## config.mk

```make
export PLATFORM = sky130hd
export DESIGN_NAME = shift_issue_reg
export DESIGN_NICKNAME = d
export VERILOG_FILES = /design/src/rtl/shift_issue_reg.sv
export SDC_FILE = /design/constraint.sdc
export NUM_CORES = 1
export LEC_CHECK = 0
export ABC_AREA = 1
export BUFFER_PORTS_ARGS = -buffer_cell sky130_fd_sc_hd__buf_2
export CAP_MARGIN = 30
export CORE_MARGIN = 1
export CORE_UTILIZATION = 54
export DETAILED_ROUTE_END_ITERATION = 8
export PLACE_DENSITY = 0.8
export SLEW_MARGIN = 20
export SYNTH_ARGS = -nofsm -noshare
export SYNTH_HDL_FRONTEND = slang
export SYNTH_SLANG_ARGS = --single-unit
```

## constraint.sdc

```tcl
create_clock -name clk -period 7.1 [get_ports clk]
set_input_delay 1.065 -clock clk [delete_from_list [all_inputs] [get_ports clk]]
set_output_delay 1.065 -clock clk [all_outputs]
set_load 0.1 [all_outputs]
```

## src/rtl/shift_issue_reg.sv

```systemverilog
// -----------------------------------------------------------------------------
// shift_issue_reg
//
// ID/EX issue register in front of the execute-stage shifter. Decoded shift
// operands are captured under a valid/ready handshake, the effective shift
// amount is resolved at capture time, and the entry is presented registered to
// the shifter one cycle later. A main register plus one skid register form a
// 2-entry FIFO, so in_ready can be registered while still sustaining one
// transfer per cycle. A synchronous flush drops everything buffered, and a
// saturating counter records back-pressure cycles.
//
// Handshake: a transfer happens on a rising clk edge when valid and ready are
// both 1 (push = in_valid & in_ready, pop = out_valid & out_ready). A producer
// holding valid=1 keeps its payload stable until the transfer; out_* stay
// stable while out_valid=1 and out_ready=0.
//
// Ports
//   clk, rst      clock (rising edge) and asynchronous active-high reset
//   flush         synchronous discard of all buffered entries
//   in_valid/in_ready, in_rs1, in_rs2, in_shamt, in_imm_sel, in_op, in_rd
//                 upstream entry
//   out_valid/out_ready, out_a, out_b, out_shamt, out_op, out_rd
//                 entry presented to the shifter
//   stall_cnt     saturating count of cycles with out_valid=1 and out_ready=0
//   dbg_state     current FSM state (0 EMPTY, 1 BUSY, 2 FULL)
// -----------------------------------------------------------------------------
module shift_issue_reg #(
  parameter int XLEN  = 32,
  parameter int CNT_W = 16
) (
  input  logic             clk,
  input  logic             rst,
  input  logic             flush,
  input  logic             in_valid,
  output logic             in_ready,
  input  logic [XLEN-1:0]  in_rs1,
  input  logic [XLEN-1:0]  in_rs2,
  input  logic [4:0]       in_shamt,
  input  logic             in_imm_sel,
  input  logic [1:0]       in_op,
  input  logic [4:0]       in_rd,
  output logic             out_valid,
  input  logic             out_ready,
  output logic [XLEN-1:0]  out_a,
  output logic [XLEN-1:0]  out_b,
  output logic [4:0]       out_shamt,
  output logic [1:0]       out_op,
  output logic [4:0]       out_rd,
  output logic [CNT_W-1:0] stall_cnt,
  output logic [1:0]       dbg_state
);

  typedef enum logic [1:0] {
    ST_EMPTY = 2'd0,
    ST_BUSY  = 2'd1,
    ST_FULL  = 2'd2
  } state_t;

  typedef struct packed {
    logic [XLEN-1:0] a;
    logic [XLEN-1:0] b;
    logic [4:0]      shamt;
    logic [1:0]      op;
    logic [4:0]      rd;
  } entry_t;

  localparam logic [CNT_W-1:0] CNT_MAX = '1;

  state_t           r_state;
  logic             r_in_ready;
  logic             r_out_valid;
  entry_t           r_main;
  entry_t           r_skid;
  logic [CNT_W-1:0] r_stall_cnt;

  logic   w_push;
  logic   w_pop;
  entry_t w_in_entry;

  assign w_push = in_valid & r_in_ready;
  assign w_pop  = r_out_valid & out_ready;

  // Shift amount is resolved here, so a stored entry is immune to later
  // changes of in_rs2 / in_shamt / in_imm_sel.
  always_comb begin
    w_in_entry       = '0;
    w_in_entry.a     = in_rs1;
    w_in_entry.b     = in_rs2;
    w_in_entry.shamt = in_imm_sel ? in_shamt : in_rs2[4:0];
    w_in_entry.op    = in_op;
    w_in_entry.rd    = in_rd;
  end

  // Flags are computed from the next state so they come straight out of flops.
  always_ff @(posedge clk or posedge rst) begin
    if (rst) begin
      r_state     <= ST_EMPTY;
      r_in_ready  <= 1'b1;
      r_out_valid <= 1'b0;
      r_main      <= '0;
      r_skid      <= '0;
      r_stall_cnt <= '0;
    end else begin
      // Counted from the outputs seen this cycle; flush does not clear it.
      if (r_out_valid && !out_ready && (r_stall_cnt != CNT_MAX)) begin
        r_stall_cnt <= r_stall_cnt + 1'b1;
      end

      if (flush) begin
        // Data registers keep stale contents; out_valid=0 qualifies them.
        r_state     <= ST_EMPTY;
        r_out_valid <= 1'b0;
        r_in_ready  <= 1'b1;
      end else begin
        unique case (r_state)
          ST_EMPTY: begin
            if (w_push) begin
              r_main      <= w_in_entry;
              r_state     <= ST_BUSY;
              r_out_valid <= 1'b1;
              r_in_ready  <= 1'b1;
            end
          end
          ST_BUSY: begin
            if (w_push && w_pop) begin
              r_main <= w_in_entry;
            end else if (w_push) begin
              // Main is stalled; park the younger entry in the skid register.
              r_skid     <= w_in_entry;
              r_state    <= ST_FULL;
              r_in_ready <= 1'b0;
            end else if (w_pop) begin
              r_state     <= ST_EMPTY;
              r_out_valid <= 1'b0;
            end
          end
          ST_FULL: begin
            // in_ready is 0 here, so only a pop can move the state.
            if (w_pop) begin
              r_main     <= r_skid;
              r_state    <= ST_BUSY;
              r_in_ready <= 1'b1;
            end
          end
          default: begin
            r_state     <= ST_EMPTY;
            r_out_valid <= 1'b0;
            r_in_ready  <= 1'b1;
          end
        endcase
      end
    end
  end

  assign in_ready  = r_in_ready;
  assign out_valid = r_out_valid;
  assign out_a     = r_main.a;
  assign out_b     = r_main.b;
  assign out_shamt = r_main.shamt;
  assign out_op    = r_main.op;
  assign out_rd    = r_main.rd;
  assign stall_cnt = r_stall_cnt;
  assign dbg_state = r_state;

endmodule

```

# Word level (Yosys, flattened, before mapping)

Cells that the tools add are included.

Register bits after elaboration: 172
Bits of input ports: 82
Output and inout bits: 96
Word-level logic and storage cells: 67

$add $sub $neg: 1
Eq/ne operators: 14
Multiplexer cells: 23
Bitwise logic cells: 4
Reduce and logical (&&, ||, !) cells: 11

Operators with widths:

| operator              | count |
|---|---|
| $mux 76               | 3 |
| $pmux 76 s3           | 1 |
| $ne 3x3->1 const B    | 6 |
| $add 16x1->16 const B | 1 |
| $ne 16x16->1 const B  | 1 |
| $mux 2                | 6 |
| $reduce_and 4->1      | 3 |
| $reduce_and 5->1      | 2 |
| $mux 1                | 9 |
| $ne 2x2->1 const B    | 4 |
| $pmux 1 s3            | 2 |
| $pmux 2 s3            | 1 |
| $mux 5                | 1 |
| $ne 4x4->1 const B    | 1 |
| $logic_and 1x1->1     | 3 |
| $reduce_bool 3->1     | 1 |
| $and 1x1->1           | 2 |
| $eq 2x1->1 const B    | 1 |
| $eq 2x2->1 const B    | 1 |
| $logic_not 2->1       | 1 |
| $not 1->1             | 2 |
| $logic_not 1->1       | 1 |

# Longest topological paths before layout

Gate-level depths: netlist of the first run.

Depth after elaboration: 6
Mapped depth: 9
Depth with buffers taken out: 9

# Worst setup path before layout of the first run

No wires, ideal clock.

Path kind: reg-to-reg
From: reg r_stall_cnt[1], in the netlist stall_cnt[1]
To: reg r_stall_cnt[9], in the netlist stall_cnt[9]
Setup time: 0.123 ns
Arrival: 2.008 ns
Data required time: 6.977 ns
Slack: 4.969 ns
Cell stages (with the launch flop): 10
Path buffers: 1
Period minus slack after synthesis: 2.131 ns
Cells stage by stage: dfrtp_1 ha_1 nand2_1 nor2_1 nand3_1 nand2_1 nand2_1 buf_2 o21ai_0 nand2_1

Cells in the longest elaborated chain, start to end: 2
Elaborated cells between the ends (all ways): 3
Those cells by class: add/sub: 1; eq/ne: 1; reduce/logical: 1

RTL lines:

| what                                                                  | line | text |
|---|---|---|
| from (decl)                                                           | 74   | `logic [CNT_W-1:0] r_stall_cnt;` |
| from (signal assigned)                                                | 106  | `r_stall_cnt <= r_stall_cnt + 1'b1;` |
| parallel branches: the longest is 2 deep, another holds $add 16x1->16 | -    |  |

Parallel ways; which one is timed is not known.
A chain may end at the register's enable or synchronous reset.

# Worst setup path in the final report of the first run

From: in in_valid
To: reg r_main (netlist bit out_b[7])

Cells in the longest elaborated chain, start to end: 4
Elaborated cells between the ends (all ways): 5
Those cells by class: eq/ne: 2; bitwise: 1; reduce/logical: 2

RTL lines:

| what                         | line | text |
|---|---|---|
| from (decl)                  | 34   | `input logic in_valid,` |
| $and 1x1->1 *                | 80   | `assign w_push = in_valid & r_in_ready;` |
| $logic_and 1x1->1            | 125  | `if (w_push && w_pop) begin` |
| $ne 2x2->1 (no line)         | -    |  |
| $reduce_and 5->1 (no line) * | -    |  |
| to (signal assigned)         | 118  | `r_main <= w_in_entry;` |
| to (signal assigned)         | 126  | `r_main <= w_in_entry;` |
| to (signal assigned)         | 140  | `r_main <= r_skid;` |
| to (decl)                    | 72   | `entry_t r_main;` |

Mark *: on every way between the ends. The rest lies on a longest branch, timed or not.

==> flow_summary_export.csv, run 1 <==
group,metric,value,unit
routing,dr.first_iter.drc_count,493,
finish,layout-area-overhead-vs-synth,20.6,%
yosys,synth.yosys.seq_area_share,56.4,%
critical_path,r2r_setup_slack,4.68,ns
die,io_pins,178,
routing,drc_violation_count_after_routing,2,
routing,drt-pass1-iter-count,7,
die,fp.dieH,121,um
global_routing,grt_start_max_net_pins,119,
finish,final_core_util,66.5,%
finish,num-nets-final,1096,
global_routing,grt_overflow,0,
placed_design,place_congestion,0.873,
global_routing,grtUsageMet1,32.7,%
yosys,synth_area_leader_cell,"sky130_fd_sc_hd__dfrtp_1",
status,status,"finished with violations",
status,failed_checks,"design-rule violations",
timing,worstMarginPinSlew,0.860,ns
worst_hold_path,whs_endpoint,"r_skid[48]$_DFFE_PP0P_",
worst_hold_path,min-delay-start,"r_skid[48]$_DFFE_PP0P_",
worst_hold_path,holdPathStages,2,
critical_path,setup.worst_path.start_class,"input port",
placed_design,post-dp-hpwl,10900,um
critical_path,reg2reg_path_depth,6,
yosys,netlist-cell-type-count,26,
yosys,synthesized_instance_count,855,
yosys,synth_area,0.00763,mm^2
critical_path,crit_path_end_kind,"register",
worst_hold_path,worstHoldPathType,"reg -> reg",
clock_network,number_of_buffers_inserted_by_hold_repair_at_cts,0,
critical_path,endpoint_arrival_time_on_the_critical_path,3.03,ns
timing,setup_viol,0,
yosys,synth_seq_cells,172,
global_routing,met3_usage,6.34,%
die,design.core.area,0.0138,mm^2
clock_network,post-cts-setup-buffers,0,
die,fp.dieArea,0.0146,mm^2
clock_network,path_clk_slew,0.06,ns
timing,final-max-slew-violation-count,0,
global_routing,grt_antenna_before_repair,1,
global_routing,grt.total_usage,23.8,%
global_routing,first_pass_grt_wire_length,27300,um
finish,most-common-layout-cells,"352 x sky130_fd_sc_hd__nand2_1, 177 x sky130_fd_sc_hd__buf_2, 171 x sky130_fd_sc_hd__dfrtp_1, 98 x sky130_fd_sc_hd__o21ai_0, 59 x sky130_fd_sc_hd__mux2i_1",
clock_network,cts-buffers-inserted,17,
timing,final-hold-violation-count,0,
yosys,netlist.area_leader.share,56.1,%
routing,ant_nets,0,
clock_network,cts.path.max_buffers,2,
clock_network,tritoncts,"built",
timing,max_slew_margin,42.6,%
clock_network,clk_root_buffer_cell,"sky130_fd_sc_hd__clkbuf_16",
timing,timing.final.crit_period,2.75,ns
critical_path,setup.worst_path.class,"in -> reg",
routing,routedWlPerCell,13.9,um
routing,routed_wl,16800,um
critical_path,worst-endpoint-required,7.38,ns
die,std_cell_rows,43,
flow_run,maxCapViolations,0,
global_routing,grt_busiest_layer,"met2",
placed_design,port-buffer-count,177,
clock_network,cts_sinks,172,
routing,vias,6175,
die,die_x,121,um
global_routing,first_global_vias,5668,
timing,max_clock_freq,0.364,GHz
yosys,synth.avg_cell_area,8.92,um^2
timing,fin_crit_sh,38.7,%
yosys,yosys-top-cells-area,"sky130_fd_sc_hd__dfrtp_1 56%, sky130_fd_sc_hd__nand2_1 17%, sky130_fd_sc_hd__mux2i_1 7.7%, sky130_fd_sc_hd__o21ai_0 6.4%, sky130_fd_sc_hd__o21ai_1 1.8%",
critical_path,critPathMaxFanout,83,
die,floorplan.initialDensity,55.2,%
critical_path,worstReg2RegEnd,"out_b[7]$_DFFE_PP0P_",
yosys,yosysWarnings,0,
clock_network,cts_htree_levels,4,
clock_network,ctsResizeCount,0,
global_routing,grt_use_met2,36.7,%
critical_path,worst_reg2reg_startpoint,"out_valid$_DFFE_PP0P_",
routing,avgViaCountPerCell,5.12,
yosys,synth_nets,938,
timing,grt_setup_unrepaired,"no",
timing,setup_total_negative_slack,0,ns
finish,mostFrequentLayoutCell,"sky130_fd_sc_hd__nand2_1",
clock_network,clock_latency,0.42,ns
finish,layout-drive-gt1-share,22.0,%
timing,fin_skew,0.0114,ns
## synth_stat cells
| cell type | count |
|---|---|
| sky130_fd_sc_hd__nand2_2 | 1 |
| sky130_fd_sc_hd__inv_2 | 3 |
| sky130_fd_sc_hd__buf_2 | 20 |
| sky130_fd_sc_hd__o22ai_1 | 2 |
| sky130_fd_sc_hd__a21boi_0 | 1 |
| sky130_fd_sc_hd__inv_1 | 33 |
| sky130_fd_sc_hd__dfstp_2 | 1 |
| sky130_fd_sc_hd__o21a_1 | 1 |
| sky130_fd_sc_hd__nor2_1 | 21 |
| sky130_fd_sc_hd__o21ai_1 | 28 |
| sky130_fd_sc_hd__o211ai_1 | 1 |
| sky130_fd_sc_hd__buf_4 | 9 |
| sky130_fd_sc_hd__ha_1 | 1 |
| sky130_fd_sc_hd__nand4_1 | 5 |
| sky130_fd_sc_hd__nand2_1 | 354 |
| sky130_fd_sc_hd__mux2i_1 | 59 |
| sky130_fd_sc_hd__nand3_1 | 17 |
| sky130_fd_sc_hd__xor2_1 | 8 |
| sky130_fd_sc_hd__clkbuf_1 | 9 |
| sky130_fd_sc_hd__o21ai_0 | 98 |
| sky130_fd_sc_hd__dfrtp_1 | 171 |
| sky130_fd_sc_hd__o21ai_2 | 1 |
| sky130_fd_sc_hd__buf_1 | 1 |
| sky130_fd_sc_hd__nor3_2 | 1 |
| sky130_fd_sc_hd__a21oi_1 | 1 |
| sky130_fd_sc_hd__buf_6 | 8 |
## critical path, stage by stage
cell	delay [ns]
sky130_fd_sc_hd__buf_2	0.11
sky130_fd_sc_hd__nand2_1	0.14
sky130_fd_sc_hd__a21oi_1	0.09
sky130_fd_sc_hd__o21ai_4	0.64
sky130_fd_sc_hd__buf_4	0.45
sky130_fd_sc_hd__buf_16	0.29
sky130_fd_sc_hd__o21ai_0	0.15
## per-layer routing
layer / vias up / routed length, um
li1: 3064 / -
met1: 2911 / 7530
met2: 173 / 8000
met3: 27 / 892
met4: 0 / 355
met5: - / 0
## area by class of cell
| type | instances | area (um^2) |
|---|---|---|
| flip-flops and latches | 172 | 4310 |
| fillers | 1104 | 4630 |
| repair buffers | 186 | 1010 |
| clock buffers | 21 | 460 |
| inverters | 36 | 140 |
| well taps | 180 | 225 |
| multi-input cells | 600 | 2910 |
| diodes | 1 | 2.50 |
| clock inverters | 10 | 141 |
## cells by family (layout without fill, tap and decap cells)
group	Yosys count	in the layout	synth area share, %
buffers and inverters	83	253	5.64
and+or+nand+nor	399	399	20.2
DFF	172	172	56.4
xor gates and xnor gates	8	8	0.919
other	0	1	0
adders and majority gates	1	1	0.164
muxes	59	59	7.74
AOI/OAI and AO/OA	133	133	8.91
## worst max-delay path by stage
stage | startpoint | endpoint | slack [ns] | depth (start not counted)
6_report | in_valid | out_b[7]$_DFFE_PP0P_ | 4.35 | 7
5_1_grt | in_valid | out_a[2]$_DFFE_PP0P_ | 4.20 | 7
4_1_cts | in_valid | out_b[7]$_DFFE_PP0P_ | 4.11 | 6
3_5_place_dp | in_valid | out_a[15]$_DFFE_PP0P_ | 3.67 | 6
3_3_place_gp | in_valid | out_b[6]$_DFFE_PP0P_ | 3.77 | 6
2_1_floorplan | rst | dbg_state[0]$_DFFE_PP0P_ | 1.38 | 1
## flip-flops by register name, summed over array words and instances (netlist names)
name,cells
out_rd,5
r_skid,76
out_op,2
out_shamt,5
stall_cnt,16
out_valid,1
in_ready,1
out_a,32
out_b,32
dbg_state,2
## per-stage QoR
step | worst slack (ns) | area, um^2 | cells | hold WS, ns
2_1_floorplan | 1.38 | 7630 | 855 | 0.448
3_3_place_gp | 3.77 | 8510 | 1171 | 0.460
3_5_place_dp | 3.67 | 8570 | 1173 | 0.464
4_1_cts | 4.11 | 9170 | 1204 | 0.481
5_1_grt | 4.20 | 9200 | 1206 | 0.493
6_report | 4.35 | 9200 | 1206 | 0.478
Power of run 1 is left out: the tool's default activity adds up to more than one toggle a clock period on the data nets, which glitch-free logic cannot reach.
==> run 2: changes to the inputs <==
Settings changed: ABC_AREA 1 to 0.
Clock period 7.1 ns to 2.6 ns, I/O delays scaled along.
==> flow_summary_export.csv, run 2 <==
group,metric,value,unit
placed_design,port-buffer-count,177,
die,std_cell_rows,43,
timing,final-hold-violation-count,0,
die,fp.dieH,122,um
timing,max_clock_freq,0.503,GHz
global_routing,grt_antenna_before_repair,2,
critical_path,r2r_setup_slack,0.61,ns
clock_network,tritoncts,"built",
clock_network,post-cts-setup-buffers,0,
worst_hold_path,worstHoldPathType,"in -> async",
finish,final_core_util,67.8,%
critical_path,crit_path_end_kind,"register",
timing,fin_skew,0.00931,ns
status,status,"finished clean",
placed_design,post-dp-hpwl,10700,um
critical_path,setup.worst_path.class,"reg -> reg",
clock_network,cts.path.max_buffers,2,
timing,final-max-slew-violation-count,0,
critical_path,worst_reg2reg_startpoint,"in_ready$_DFFE_PP1P_",
yosys,synthTopCellsByCount,"225 x sky130_fd_sc_hd__nand2_1, 171 x sky130_fd_sc_hd__dfrtp_1, 109 x sky130_fd_sc_hd__mux2_2",
timing,max_slew_margin,63.2,%
finish,largest_register_ff_count,76,
yosys,synth.yosys.seq_area_share,55.0,%
global_routing,grt_start_max_net_pins,95,
critical_path,critPathMaxFanout,41,
global_routing,first_pass_grt_wire_length,26600,um
yosys,yosys-top-cells-area,"sky130_fd_sc_hd__dfrtp_1 55%, sky130_fd_sc_hd__mux2_2 16%, sky130_fd_sc_hd__nand2_1 11%, sky130_fd_sc_hd__mux2_4 7.7%, sky130_fd_sc_hd__xor2_1 0.90%",
finish,num-nets-final,925,
yosys,synthMostInstantiatedCell,"sky130_fd_sc_hd__nand2_1",
routing,vias,5407,
timing,setup_viol,0,
global_routing,first_global_vias,5406,
yosys,synth_edf_count,0,
routing,drc_violation_count_after_routing,0,
yosys,synthFlopType,"sky130_fd_sc_hd__dfrtp_1",
clock_network,ctsResizeCount,0,
routing,avgViaCountPerCell,5.23,
finish,mostFrequentLayoutCell,"sky130_fd_sc_hd__nand2_1",
routing,dr.first_iter.drc_count,323,
critical_path,cp-startpoint,"in_ready$_DFFE_PP1P_",
clock_network,cts-buffers-inserted,17,
timing,fin_crit_sh,76.5,%
yosys,netlist-cell-type-count,44,
global_routing,grt.total_usage,23.1,%
critical_path,endpoint_arrival_time_on_the_critical_path,2.30,ns
clock_network,path_clk_slew,0.06,ns
finish,layout-drive-gt1-share,44.1,%
global_routing,grt_use_met2,37.6,%
yosys,synth_seq_cells,172,
die,die_x,122,um
global_routing,met3_usage,7.53,%
finish,most-common-layout-cells,"225 x sky130_fd_sc_hd__nand2_1, 177 x sky130_fd_sc_hd__buf_2, 171 x sky130_fd_sc_hd__dfrtp_1, 109 x sky130_fd_sc_hd__mux2_2, 40 x sky130_fd_sc_hd__mux2_4",
routing,ant_nets,0,
placed_design,place_congestion,0.749,
timing,timing.final.crit_period,1.99,ns
clock_network,number_of_buffers_inserted_by_hold_repair_at_cts,0,
clock_network,cts_htree_levels,4,
clock_network,clock_latency,0.42,ns
die,fp.dieArea,0.0150,mm^2
timing,worstMarginPinSlew,0.552,ns
die,floorplan.initialDensity,55.9,%
flow_run,maxCapViolations,0,
timing,grt_setup_unrepaired,"no",
routing,drt-pass1-iter-count,4,
clock_network,cts_sinks,172,
routing,routed_wl,16300,um
routing,routedWlPerCell,15.7,um
global_routing,grt_overflow,0,
yosys,synth_area,0.00783,mm^2
yosys,yosysWarnings,0,
finish,regMostFlops,"r_skid",
yosys,share_of_synthesized_flip_flops_with_an_asynchronous_set_or_reset,100,%
yosys,synthesized_instance_count,672,
die,design.core.area,0.0140,mm^2
clock_network,clk_root_buffer_cell,"sky130_fd_sc_hd__clkbuf_16",
timing,setup_total_negative_slack,0,ns
die,io_pins,178,
yosys,synth_nets,755,
yosys,synth.avg_cell_area,11.6,um^2
finish,layout-area-overhead-vs-synth,21.2,%
critical_path,setup.worst_path.start_class,"register",
yosys,synth_area_leader_cell,"sky130_fd_sc_hd__dfrtp_1",
critical_path,worst-endpoint-required,2.91,ns
yosys,netlist.area_leader.share,54.7,%
global_routing,grt_busiest_layer,"met2",
global_routing,grtUsageMet1,29.1,%
==> run 2: cell types whose count changed after synthesis, sizes merged, moves of 4 or more <==
cell | before | now
o21ai | 127 | 6
mux2 | 0 | 150
clkbuf | 9 | 16
inv | 36 | 3
nand3 | 17 | 6
nand2 | 355 | 225
nor3 | 1 | 5
nor2 | 21 | 9
mux2i | 59 | 5
nor4 | 0 | 5
buf | 38 | 20
a21oi | 1 | 11
==> run 2: path summary, 6_finish.rpt <==
kind,to,cells after the start
max in group asynchronous,r_skid[67]$_DFFE_PP0P_,3
worst min register to register,out_b[27]$_DFFE_PP0P_,1
worst min-delay path,out_b[18]$_DFFE_PP0P_,3
worst max-delay path,out_a[21]$_DFFE_PP0P_,5
min in group clk,r_skid[60]$_DFFE_PP0P_,2
worst max register to register,out_a[21]$_DFFE_PP0P_,5
==> run 2: critical path: stages (launching register included) <==
cell and delay (ns):
sky130_fd_sc_hd__dfstp_2 0.60, sky130_fd_sc_hd__and3b_1 0.23, sky130_fd_sc_hd__nand2_1 0.11, sky130_fd_sc_hd__a21oi_4 0.23, sky130_fd_sc_hd__buf_12 0.30, sky130_fd_sc_hd__mux2_2 0.37
==> run 2: metrics by stage <==
stage	hold WS [ns]	cell area (um^2)	std cells	worst slack (ns)
CTS	0.119	9480	1033	0.591
global route	0.133	9480	1033	0.468
global placement	0.486	8890	1003	0.654
detailed placement	0.491	8890	1003	0.599
floorplan	0.453	7830	672	0.0141
finish	0.100	9480	1034	0.612
==> run 2: area by class of cell <==
class,instances,area (um^2)
antenna,1,2.50
clock inverter,6,85.1
fill,1097,4500
clock buffer,24,502
sequential,172,4310
multi-input combinational,461,3310
tap,180,225
timing repair buffer,187,1040
inverter,3,15.0
==> run 2: per-layer routing <==
| metal | routed length (um) | part of all wire [%] |
|---|---|---|
| met4 | 196 | 1.2 |
| met1 | 7110 | 44 |
| met2 | 7810 | 48 |
| met5 | 0 | 0 |
| met3 | 1150 | 7.1 |
==> run 2: kinds of logic after synthesis <==
group	share of synthesized area, %
compound gates	2.01
xor+xnor	1.23
fa+ha+maj	0.160
buf+inv	2.83
flops	55.0
mux	24.1
simple gates	14.6
Power of run 2 is left out for the same reason.
==> run 3: changes to the inputs <==
Settings changed: CORE_UTILIZATION 54 to 49, PLACE_DENSITY 0.8 to 0.76.
Clock period 2.6 ns to 1.7 ns, I/O delays scaled along.
==> flow_summary_export.csv, run 3 (synthesized netlist as in run 2, its figures left out) <==
group,metric,value,unit
routing,drc_violation_count_after_routing,0,
critical_path,critical_path.slowest_cell,"sky130_fd_sc_hd__dfstp_4",
routing,avgViaCountPerCell,5.27,
finish,filler_cell_count,1033,
finish,layout-drive-gt1-share,49.9,%
global_routing,first_global_vias,6154,
timing,final-hold-violation-count,0,
placed_design,port-buffer-count,177,
die,design.core.area,0.0154,mm^2
finish,antenna_cells_inserted,0,
routing,drt-pass1-iter-count,4,
critical_path,path_cells,"and3b_2, nand2_2, a21oi_4, buf_12, buf_12, buf_12, mux2_4",
timing,grt_setup_unrepaired,"yes",
global_routing,grt_start_max_net_pins,91,
critical_path,critPathMaxFanout,7,
timing,setup_viol,150,
global_routing,grt_antenna_before_repair,2,
routing,vias,5971,
clock_network,cts_sinks,172,
global_routing,grt.total_usage,25.1,%
placed_design,place_congestion,0.768,
placed_design,dp_cells,1070,
timing,final-max-slew-violation-count,0,
clock_network,clock_latency,0.42,ns
status,failed_checks,"negative setup slack",
timing,timing.final.crit_period,1.97,ns
worst_hold_path,worstHoldPathType,"in -> reg",
die,io_pins,178,
status,status,"finished with violations",
finish,layout-area-overhead-vs-synth,41.4,%
routing,routed_wl,20700,um
die,die_x,128,um
routing,ant_nets,0,
timing,fin_crit_sh,116,%
flow_run,maxCapViolations,0,
routing,routedWlPerCell,18.3,um
timing,final_critical_path_setup_slack,-0.268,ns
routing,dr.first_iter.drc_count,332,
clock_network,cts.path.max_buffers,2,
global_routing,grt_overflow,0,
clock_network,path_clk_slew,0.06,ns
die,fp.dieH,128,um
finish,most-common-layout-cells,"224 x sky130_fd_sc_hd__nand2_1, 175 x sky130_fd_sc_hd__buf_2, 170 x sky130_fd_sc_hd__dfrtp_1, 148 x sky130_fd_sc_hd__mux2_4, 30 x sky130_fd_sc_hd__buf_4",
finish,num-nets-final,993,
timing,fin_skew,0.00912,ns
placed_design,post-dp-hpwl,11300,um
pwr,leakage_power,5.59,nW
pwr,ir_worst_vdd,0.00177,V
critical_path,cp_common_cell,"sky130_fd_sc_hd__buf_12",
finish,largest_register_ff_count,76,
critical_path,setup.worst_path.class,"reg -> reg",
clock_network,cts-buffers-inserted,17,
timing,max_clock_freq,0.508,GHz
critical_path,critical_path.n_buffers_inverters,3,
die,std_cell_rows,45,
critical_path,setup.worst_path.start_class,"register",
critical_path,endpoint_arrival_time_on_the_critical_path,2.27,ns
critical_path,r2r_setup_slack,-0.27,ns
critical_path,critical-path-max-stage-delay,0.63,ns
clock_network,clk_root_buffer_cell,"sky130_fd_sc_hd__clkbuf_16",
pwr,power_density,2150,mW/mm^2
finish,stdcell_count,1133,
critical_path,crit_family,"flip-flops",
global_routing,first_pass_grt_wire_length,31700,um
clock_network,cts_htree_levels,4,
timing,setup_total_negative_slack,-31.33,ns
critical_path,crit_path_end_kind,"register",
die,floorplan.initialDensity,50.9,%
timing,max_slew_margin,65.8,%
finish,regMostFlops,"r_skid",
finish,mostFrequentLayoutCell,"sky130_fd_sc_hd__nand2_1",
critical_path,worst-endpoint-required,2.00,ns
timing,worstMarginPinSlew,0.516,ns
die,fp.dieArea,0.0165,mm^2
clock_network,tritoncts,"built",
-- run 3: report_power, final --
group,internal (mW),switching (mW),leakage [nW]
combinational,3.77,8.87,3.22
clock,2.47,1.61,0.295
sequential,5.93,1.14,2.07
-- run 3: path summary, 6_finish.rpt --
check / startpoint / to / cells after the start
worst max-delay path: in_ready$_DFFE_PP1P_ / out_a[13]$_DFFE_PP0P_ / 7
worst max register to register: in_ready$_DFFE_PP1P_ / out_a[13]$_DFFE_PP0P_ / 7
worst min register to register: out_b[1]$_DFFE_PP0P_ / out_b[1]$_DFFE_PP0P_ / 1
max in group asynchronous: rst / dbg_state[1]$_DFFE_PP0P_ / 4
worst min-delay path: in_rd[3] / r_skid[3]$_DFFE_PP0P_ / 2
min in group asynchronous: rst / out_b[1]$_DFFE_PP0P_ / 4
-- run 3: worst register-to-register path: stages, from the launching register on --
cell	delay, ns
sky130_fd_sc_hd__dfstp_4	0.63
sky130_fd_sc_hd__and3b_2	0.23
sky130_fd_sc_hd__nand2_2	0.08
sky130_fd_sc_hd__a21oi_4	0.22
sky130_fd_sc_hd__buf_12	0.16
sky130_fd_sc_hd__buf_12	0.11
sky130_fd_sc_hd__buf_12	0.12
sky130_fd_sc_hd__mux2_4	0.30
-- run 3: repair_timing --
action,in CTS,in global routing
setup buffers,15,6
hold endpoints to repair,8,0
endpoints found under the setup margin,152,162
resized for setup,109,56
hold buffers,1,0
gates cloned,8,8
pin swaps,3,4
-- run 3: final cells by class --
class	count	area [um^2]	share of cell area [%]
Tap cell	211	264	2.39
Multi-Input combinational cell	461	3790	34.2
Timing Repair Buffer	255	2070	18.7
Clock inverter	9	135	1.22
Clock buffer	22	484	4.38
Inverter	3	15.0	0.136
Sequential cell	172	4310	39.0
-- run 3: per-stage QoR --
| stage | total power, mW | setup slack (ns) | hold WS [ns] | utilization, % | cell area (um^2) |
|---|---|---|---|---|---|
| after floorplan | 16.2 | -0.797 | 0.318 | - | 7830 |
| after global placement | 18.1 | -0.209 | 0.448 | 60.6 | 9310 |
| after detailed placement | 18.3 | -0.242 | 0.452 | 60.6 | 9310 |
| after CTS | 23.3 | -0.215 | 0.0617 | 69.9 | 10700 |
| after global routing | 24.6 | -0.310 | 0.0705 | 72.0 | 11100 |
| final | 23.8 | -0.268 | 0.0807 | 72.0 | 11100 |
-- run 3: layer usage --
| layer | track usage [%] | part of all wire (%) |
|---|---|---|
| met3 | 6.61 | 6.3 |
| met1 | 32.3 | 43 |
| met2 | 41.1 | 49 |
| met5 | 0 | 0.053 |
| met4 | 8.58 | 1.9 |
Power figures use the tool's default switching activity.
